## src/rtl/pc_gen.sv

```systemverilog
// pc_gen: instruction fetch address generator.
//
// Holds the fetch PC and the instruction memory chip enable. Once out of
// reset the PC advances by INST_BYTES whenever the IF stage is not stalled
// and the instruction memory accepts the request. A flush redirects to
// new_pc unconditionally. A branch that arrives while the fetch cannot
// advance is parked in a one-entry pending register and replayed on the
// next advance.
//
// Ports:
//   clk                      clock, rising edge
//   rst                      synchronous active-high reset
//   stall[5:0]               pipeline stall vector; only stall[0] (IF) used
//   branch_flag_i            redirect request to branch_target_address_i
//   branch_target_address_i  branch target
//   flush                    exception redirect to new_pc
//   new_pc                   exception handler entry
//   if_ready_i               instruction memory accepts the request
//   pc                       registered fetch address
//   ce                       registered instruction memory chip enable
//   pend_valid_o             a deferred branch target is held
//   adel_o                   current fetch address is misaligned
module pc_gen #(
  parameter int unsigned              ADDR_W     = 32,
  parameter logic [ADDR_W-1:0]        RESET_PC   = '0,
  parameter int unsigned              INST_BYTES = 4
) (
  input  logic              clk,
  input  logic              rst,
  input  logic [5:0]        stall,
  input  logic              branch_flag_i,
  input  logic [ADDR_W-1:0] branch_target_address_i,
  input  logic              flush,
  input  logic [ADDR_W-1:0] new_pc,
  input  logic              if_ready_i,
  output logic [ADDR_W-1:0] pc,
  output logic              ce,
  output logic              pend_valid_o,
  output logic              adel_o
);

  localparam int unsigned       AL  = $clog2(INST_BYTES);
  localparam logic [ADDR_W-1:0] INC = ADDR_W'(INST_BYTES);

  logic              adv;
  logic [ADDR_W-1:0] pend_addr;
  logic [ADDR_W-1:0] pc_n;
  logic [ADDR_W-1:0] pend_addr_n;
  logic              pend_valid_n;

  // Only the IF stage stall bit matters here.
  logic unused_stall;
  assign unused_stall = ^stall[5:1];

  assign adv = ce & ~stall[0] & if_ready_i;

  always_comb begin
    pc_n         = pc;
    pend_addr_n  = pend_addr;
    pend_valid_n = pend_valid_o;
    if (!ce) begin
      pc_n         = RESET_PC;
      pend_valid_n = 1'b0;
    end else if (flush) begin
      pc_n         = new_pc;
      pend_valid_n = 1'b0;
    end else if (adv) begin
      // Live branch beats a parked one; either way the pending slot empties.
      if (branch_flag_i)     pc_n = branch_target_address_i;
      else if (pend_valid_o) pc_n = pend_addr;
      else                   pc_n = pc + INC;
      pend_valid_n = 1'b0;
    end else if (branch_flag_i) begin
      pend_addr_n  = branch_target_address_i;
      pend_valid_n = 1'b1;
    end
  end

  always_ff @(posedge clk) begin
    if (rst) begin
      ce           <= 1'b0;
      pc           <= RESET_PC;
      pend_valid_o <= 1'b0;
      pend_addr    <= '0;
    end else begin
      ce           <= 1'b1;
      pc           <= pc_n;
      pend_valid_o <= pend_valid_n;
      pend_addr    <= pend_addr_n;
    end
  end

  generate
    if (AL == 0) begin : g_no_align
      assign adel_o = 1'b0;
    end else begin : g_align
      assign adel_o = ce & (pc[AL-1:0] != '0);
    end
  endgenerate

endmodule

```

## config.mk

```make
export PLATFORM = sky130hd
export DESIGN_NAME = pc_gen
export DESIGN_NICKNAME = d
export VERILOG_FILES = /design/src/rtl/pc_gen.sv
export SDC_FILE = /design/constraint.sdc
export NUM_CORES = 1
export LEC_CHECK = 0
export ABC_AREA = 0
export BUFFER_PORTS_ARGS = -buffer_cell sky130_fd_sc_hd__clkbuf_2
export CORE_ASPECT_RATIO = 0.6
export CORE_UTILIZATION = 34
export DETAILED_ROUTE_END_ITERATION = 10
export PLACE_DENSITY = 0.55
export SYNTH_ARGS = -nofsm -noshare
export SYNTH_HDL_FRONTEND = slang
export SYNTH_SLANG_ARGS = --single-unit
```

## constraint.sdc

```tcl
create_clock -name clk -period 3 [get_ports clk]
set_input_delay 0.3 -clock clk [delete_from_list [all_inputs] [get_ports clk]]
set_output_delay 0.3 -clock clk [all_outputs]
set_load 0.05 [all_outputs]
```

[Word-level counts from Yosys, hierarchy flattened]
Index checks and enable logic that the tools add are counted.
Storage, ports and cells
  memories kept: 0
  RAM bits: 0
  input port bits: 75
  memory bits (read-only): 0
  register bits: 66
  word-level logic and storage cells: 22
  latch bits: 0
Cells by class
  reductions and logical operators: 5
  mux-type cells: 5
  shift operators: 0
  equality and inequality tests: 0
  multipliers: 0
  magnitude comparators: 0
  divide/modulo/power cells: 0
  add/sub/neg operators: 1
  bitwise operators: 7
Operators by type and width (number)
  $mux 32: 4
  $add 32x3->32 const B: 1
  $not 1->1: 4
  $reduce_and 4->1: 1
  $reduce_bool 2->1: 2
  $reduce_or 4->1: 1
  $and 1x1->1: 3
  $reduce_or 2->1: 1
  $mux 1: 1

[Depth between registers and ports, before layout]
  depth in word-level cells: 5
  gate-level depth with buffers: 8
  depth with buffers taken out: 6

[Least setup slack after synthesis]
Ideal clock, no wire load.
  path kind: reg-to-reg
  start point: reg pc[2]
  end point: reg pc[28]
  stages on the path, launching flop included: 8
  period minus slack after synthesis: 2.162 ns
  buffers on the path: 1
  setup time: 0.103 ns
  arrival time: 2.058 ns
  slack: 0.838 ns
  cell sequence: dfxtp_1 ha_1 and4_1 buf_4 nand4_4 nor3_2 xnor2_1 a2111oi_2
On the way
  word-level cells in the longest chain between the ends: 5
RTL lines
  start, declared: line 36  | output logic [ADDR_W-1:0] pc,
  start signal, assigned: line 87  | pc <= pc_n;
  $add 32x3->32: line 71  | else pc_n = pc + INC;
  $mux 32: line 70  | else if (pend_valid_o) pc_n = pend_addr;
  $mux 32: line 69  | if (branch_flag_i) pc_n = branch_target_address_i;
  $mux 32: line 67  | end else if (adv) begin
  $mux 32: line 64  | end else if (flush) begin
No other way between the ends. The select of a mux whose other input is x is not followed.
A chain may end at the register's enable or synchronous reset.

[Worst setup path after layout]
  start point: reg ce
  end point: reg pc[16]
On the way
  word-level cells in the longest chain between the ends: 3
  elaborated cells between the ends (all ways): 5
  classes of those cells: bitwise (3); reduce/logical (2)
RTL lines
  start, declared: line 37  | output logic ce,
  start signal, assigned: line 81  | ce <= 1'b0;
  start signal, assigned: line 86  | ce <= 1'b1;
  $and 1x1->1 (2 in a row): line 55  | assign adv = ce & ~stall[0] & if_ready_i;
  $reduce_bool 2->1 (no source line)
Several ways; a longest one is shown, not always the timed one.

==> run_results.csv <==
group,metric,value,unit
clock_tree,cts_root_buf,"clkbuf_16",
floorplanning,coreArea,10670,µm²
routing,wl_per_cell,18.37,µm
cells_and_area,areaGrowthSynthToFinish,25.43,%
power,p_per_area,513.2,nW/µm²
setup_path,r2r-end,"pc[16]$_SDFFE_PP0P_",
synth,synthesis.nets,573,
setup_path,cp_top_family,"simple AND/OR/NAND/NOR gates",
cells_and_area,fill_cells,1130,
clock_tree,post-cts-setup-buffers,0,
synth,synth_compound_area_share,31.23,%
global_routing,overflow,0,
synth,synth.distinct_cells,53,
routing,vias,4214,
global_routing,grt_pass1_vias,3987,
placement,portBuffers,104,
routing,m1WireLength,6860,µm
floorplanning,start_util,35.37,%
setup_path,required,3.25,ns
synth,synth_flop_cell,"dfxtp_1",
sta,rsz0062_at_grt,"no",
setup_path,critPathSlowestCell,"nor2b_1",
placement,place.gp.congestion,0.8419,
clock_tree,clk_transition_reported_paths,0.06,ns
floorplanning,pin_count,110,
power,power.switching,0.6950,mW
sta,setup_viol,0,
power,pwr-share-clk,44.8,%
synth,postSynthCellCount,497,
sta,tns,0,ns
setup_path,critPathKind,"flop to flop",
run,maxCapViolCount,0,
sta,worstMarginPinSlew,1.170,ns
synth,synthArstFlopShare,0,%
routing,vias_per_cell,5.741,
sta,min_period_over_period,75.74,%
clock_tree,tritoncts,"done",
worst_hold_path,holdPathStages,3,
cells_and_area,register_area,1321,µm²
clock_tree,cts_buffers,9,
synth,yosys_warnings,0,
setup_path,crit_path_start_kind,"flop",
sta,fmaxAchievable,440.1,MHz
power,p_seq_share,39.1,%
global_routing,antenna_found_initial,0,
setup_path,cp_num_buf_inv,0,
worst_hold_path,min_from,"branch_target_address_i[4]",
clock_tree,clkLatencyLatePin,0.33,ns
floorplanning,die_width,138.0,µm
setup_path,ff2ff_path_depth,5,
sta,fin_skew,0.006397,ns
global_routing,grt_max_degree,36,
synth,synth_fa_ha_area_share,0.3316,%
synth,synth_edf_count,0,
clock_tree,cts_sinks,66,
setup_path,cp_cell_sequence,"nor2b_1 -> nand2_1 -> a311oi_1 -> o21ai_0 -> o31ai_1",
routing,dr_wl_met3,922,µm
cells_and_area,drive_above_1_share,24.37,%
clock_tree,h-tree-depth,3,
power,comb_power_share,16.1,%
cells_and_area,insertedDiodeCount,0,
setup_path,reg2reg_slack,0.73,ns
clock_tree,cts_resized,0,
setup_path,crit_arrival,2.52,ns
routing,top_layer,"met4",
global_routing,grt_util_all_layers,23.66,%
routing,wl,13480,µm
synth,ys_seq_elements,66,
setup_path,slowest_delay,0.66,ns
power,swShare,28.61,%
synth,yosys.area_share.simple,23.91,%
synth,synth_area,3774,µm²
cells_and_area,final_util,44.37,%
worst_hold_path,hold_end,"pend_addr[4]$_SDFFE_PP0P_",
synth,synth_xor_area_share,3.017,%
power,internal_power,1.734,mW
synth,postSynthAreaPerCell,7.593,µm²
routing,drc,0,
synth,ys_seq_area_share,35.01,%
floorplanning,die_h,83.61,µm
sta,fin_crit,2.272,ns
setup_path,worstPathMaxFanout,9,
routing,first_pass_iters,5,
global_routing,grt_pass1_wl,21400,µm
worst_hold_path,min_path_type,"input pin to flop",
floorplanning,num_rows,29,
setup_path,r2r-start,"ce$_DFF_P_",
clock_tree,ctsHoldBuffers,0,
sta,slew_headroom,21.83,%
routing,met2_length,5583,µm
clock_tree,clk_path_buf_depth,2,
outcome,status,"complete, no violations",
sta,drv_slew,0,
setup_path,worstSetupEndpointType,"flop",
power,max-vdd-ir-drop,0.2941,mV
cells_and_area,multiInputGateArea,2257,µm²
synth,synth_mux_area_share,1.326,%
power,leakage,1.806,nW
routing,ant_nets,0,
cells_and_area,nets,666,
sta,final_hold_viol_count,0,
synth,synth_top_family_by_area,"compound AO/OA/AOI/OAI gates",
routing,drtIter0Drc,268,
floorplanning,die_area,11540,µm²
placement,post-dp-hpwl,9849,µm
==> tightest hold or removal path, cell delays in order <==
cell and delay [ns]:
clkbuf_2 0.09, nand2_1 0.05, a21oi_1 0.05
==> registers in the layout, summed over array words and instances (netlist names) <==
signal / count
pc: 32
pend_addr: 32
ce: 1
pend_valid_o: 1
==> power by group through the flow <==
| stage | registers (mW) | logic, mW | clock network, mW |
|---|---|---|---|
| 2_1_floorplan | 1.03 | 0.179 | 0 |
| 3_3_place_gp | 0.967 | 0.383 | 0 |
| 3_5_place_dp | 0.968 | 0.388 | 0 |
| 4_1_cts | 0.949 | 0.389 | 1.10 |
| 5_1_grt | 0.956 | 0.423 | 1.15 |
| 6_report | 0.950 | 0.392 | 1.09 |
==> kinds of logic (layout without fill, tap and decap cells) <==
| logic type | count (synthesis) | count (layout) |
|---|---|---|
| xor+xnor | 13 | 13 |
| fa+ha+maj | 1 | 1 |
| mux | 5 | 5 |
| flops | 66 | 66 |
| compound gates | 179 | 179 |
| buf+inv | 47 | 145 |
| simple gates | 186 | 186 |
==> metrics by stage <==
stage	hold slack, ns	setup slack, ns	std cells	cell area [µm²]	power, mW
floorplan	0.4360	0.8381	497	3774	1.205
global placement	0.4432	0.7476	718	4434	1.350
detailed placement	0.4472	0.6953	718	4434	1.356
CTS	0.2006	0.7212	734	4733	2.435
global route	0.1983	0.5843	734	4733	2.524
finish	0.2050	0.7278	734	4733	2.429
==> area by class of cell <==
| class | count | share of cell area, % |
|---|---|---|
| Multi-Input combinational cell | 384 | 47.69 |
| Sequential cell | 66 | 27.91 |
| Timing Repair Buffer | 122 | 13.85 |
| Clock buffer | 14 | 5.578 |
| Tap cell | 139 | 3.674 |
| Clock inverter | 2 | 0.7402 |
| Inverter | 7 | 0.5551 |
==> per-layer routing <==
metal  up-vias  track usage [%]
met1      2019            35.35
met3        14            5.393
met2       162            33.68
li1       2019                -
met4         0            5.794
met5         -                0
==> worst max-delay path by stage <==
stage | slack (ns) | cells past startpoint | to | start
floorplan | 0.84 | 7 | pc[28]$_SDFFE_PP0P_ | pc[2]$_SDFFE_PP0P_
CTS | 0.72 | 5 | pc[16]$_SDFFE_PP0P_ | ce$_DFF_P_
global route | 0.58 | 5 | pc[16]$_SDFFE_PP0P_ | ce$_DFF_P_
global placement | 0.75 | 6 | pc[24]$_SDFFE_PP0P_ | branch_flag_i
detailed placement | 0.70 | 6 | pc[24]$_SDFFE_PP0P_ | branch_flag_i
finish | 0.73 | 5 | pc[16]$_SDFFE_PP0P_ | ce$_DFF_P_
==> cell usage after synthesis, drive strengths merged (4+ instances only) <==
cell type | instances | area, µm²
buf | 15 | 75.06
nand2 | 94 | 352.8
nand2b | 6 | 37.54
o2bb2ai | 5 | 43.79
o21a | 5 | 37.54
a22oi | 5 | 37.54
o211ai | 7 | 52.55
nand4 | 8 | 80.08
o31ai | 6 | 45.04
and4 | 6 | 53.80
o21ai | 29 | 145.1
nor2 | 27 | 101.4
xnor2 | 13 | 113.9
mux2i | 5 | 50.05
and2 | 4 | 25.02
nand3 | 15 | 75.07
nor3 | 15 | 85.08
dfxtp | 66 | 1321
clkbuf | 25 | 93.84
o22ai | 6 | 37.54
o32ai | 6 | 52.55
nor2b | 4 | 25.02
a21oi | 64 | 320.3
inv | 7 | 26.28
a221oi | 16 | 140.1
==> cell usage in the layout (no fill, tap or decap), drive strengths merged, types with 7 or more instances in the layout <==
master and n:
a21oi 64, a221oi 16, buf 18, clkbuf 118, dfxtp 66, inv 7
nand2 94, nand3 15, nand4 8, nor2 27, nor3 15, o211ai 7
o21ai 29, xnor2 13
(Power assumes the default switching activity.)
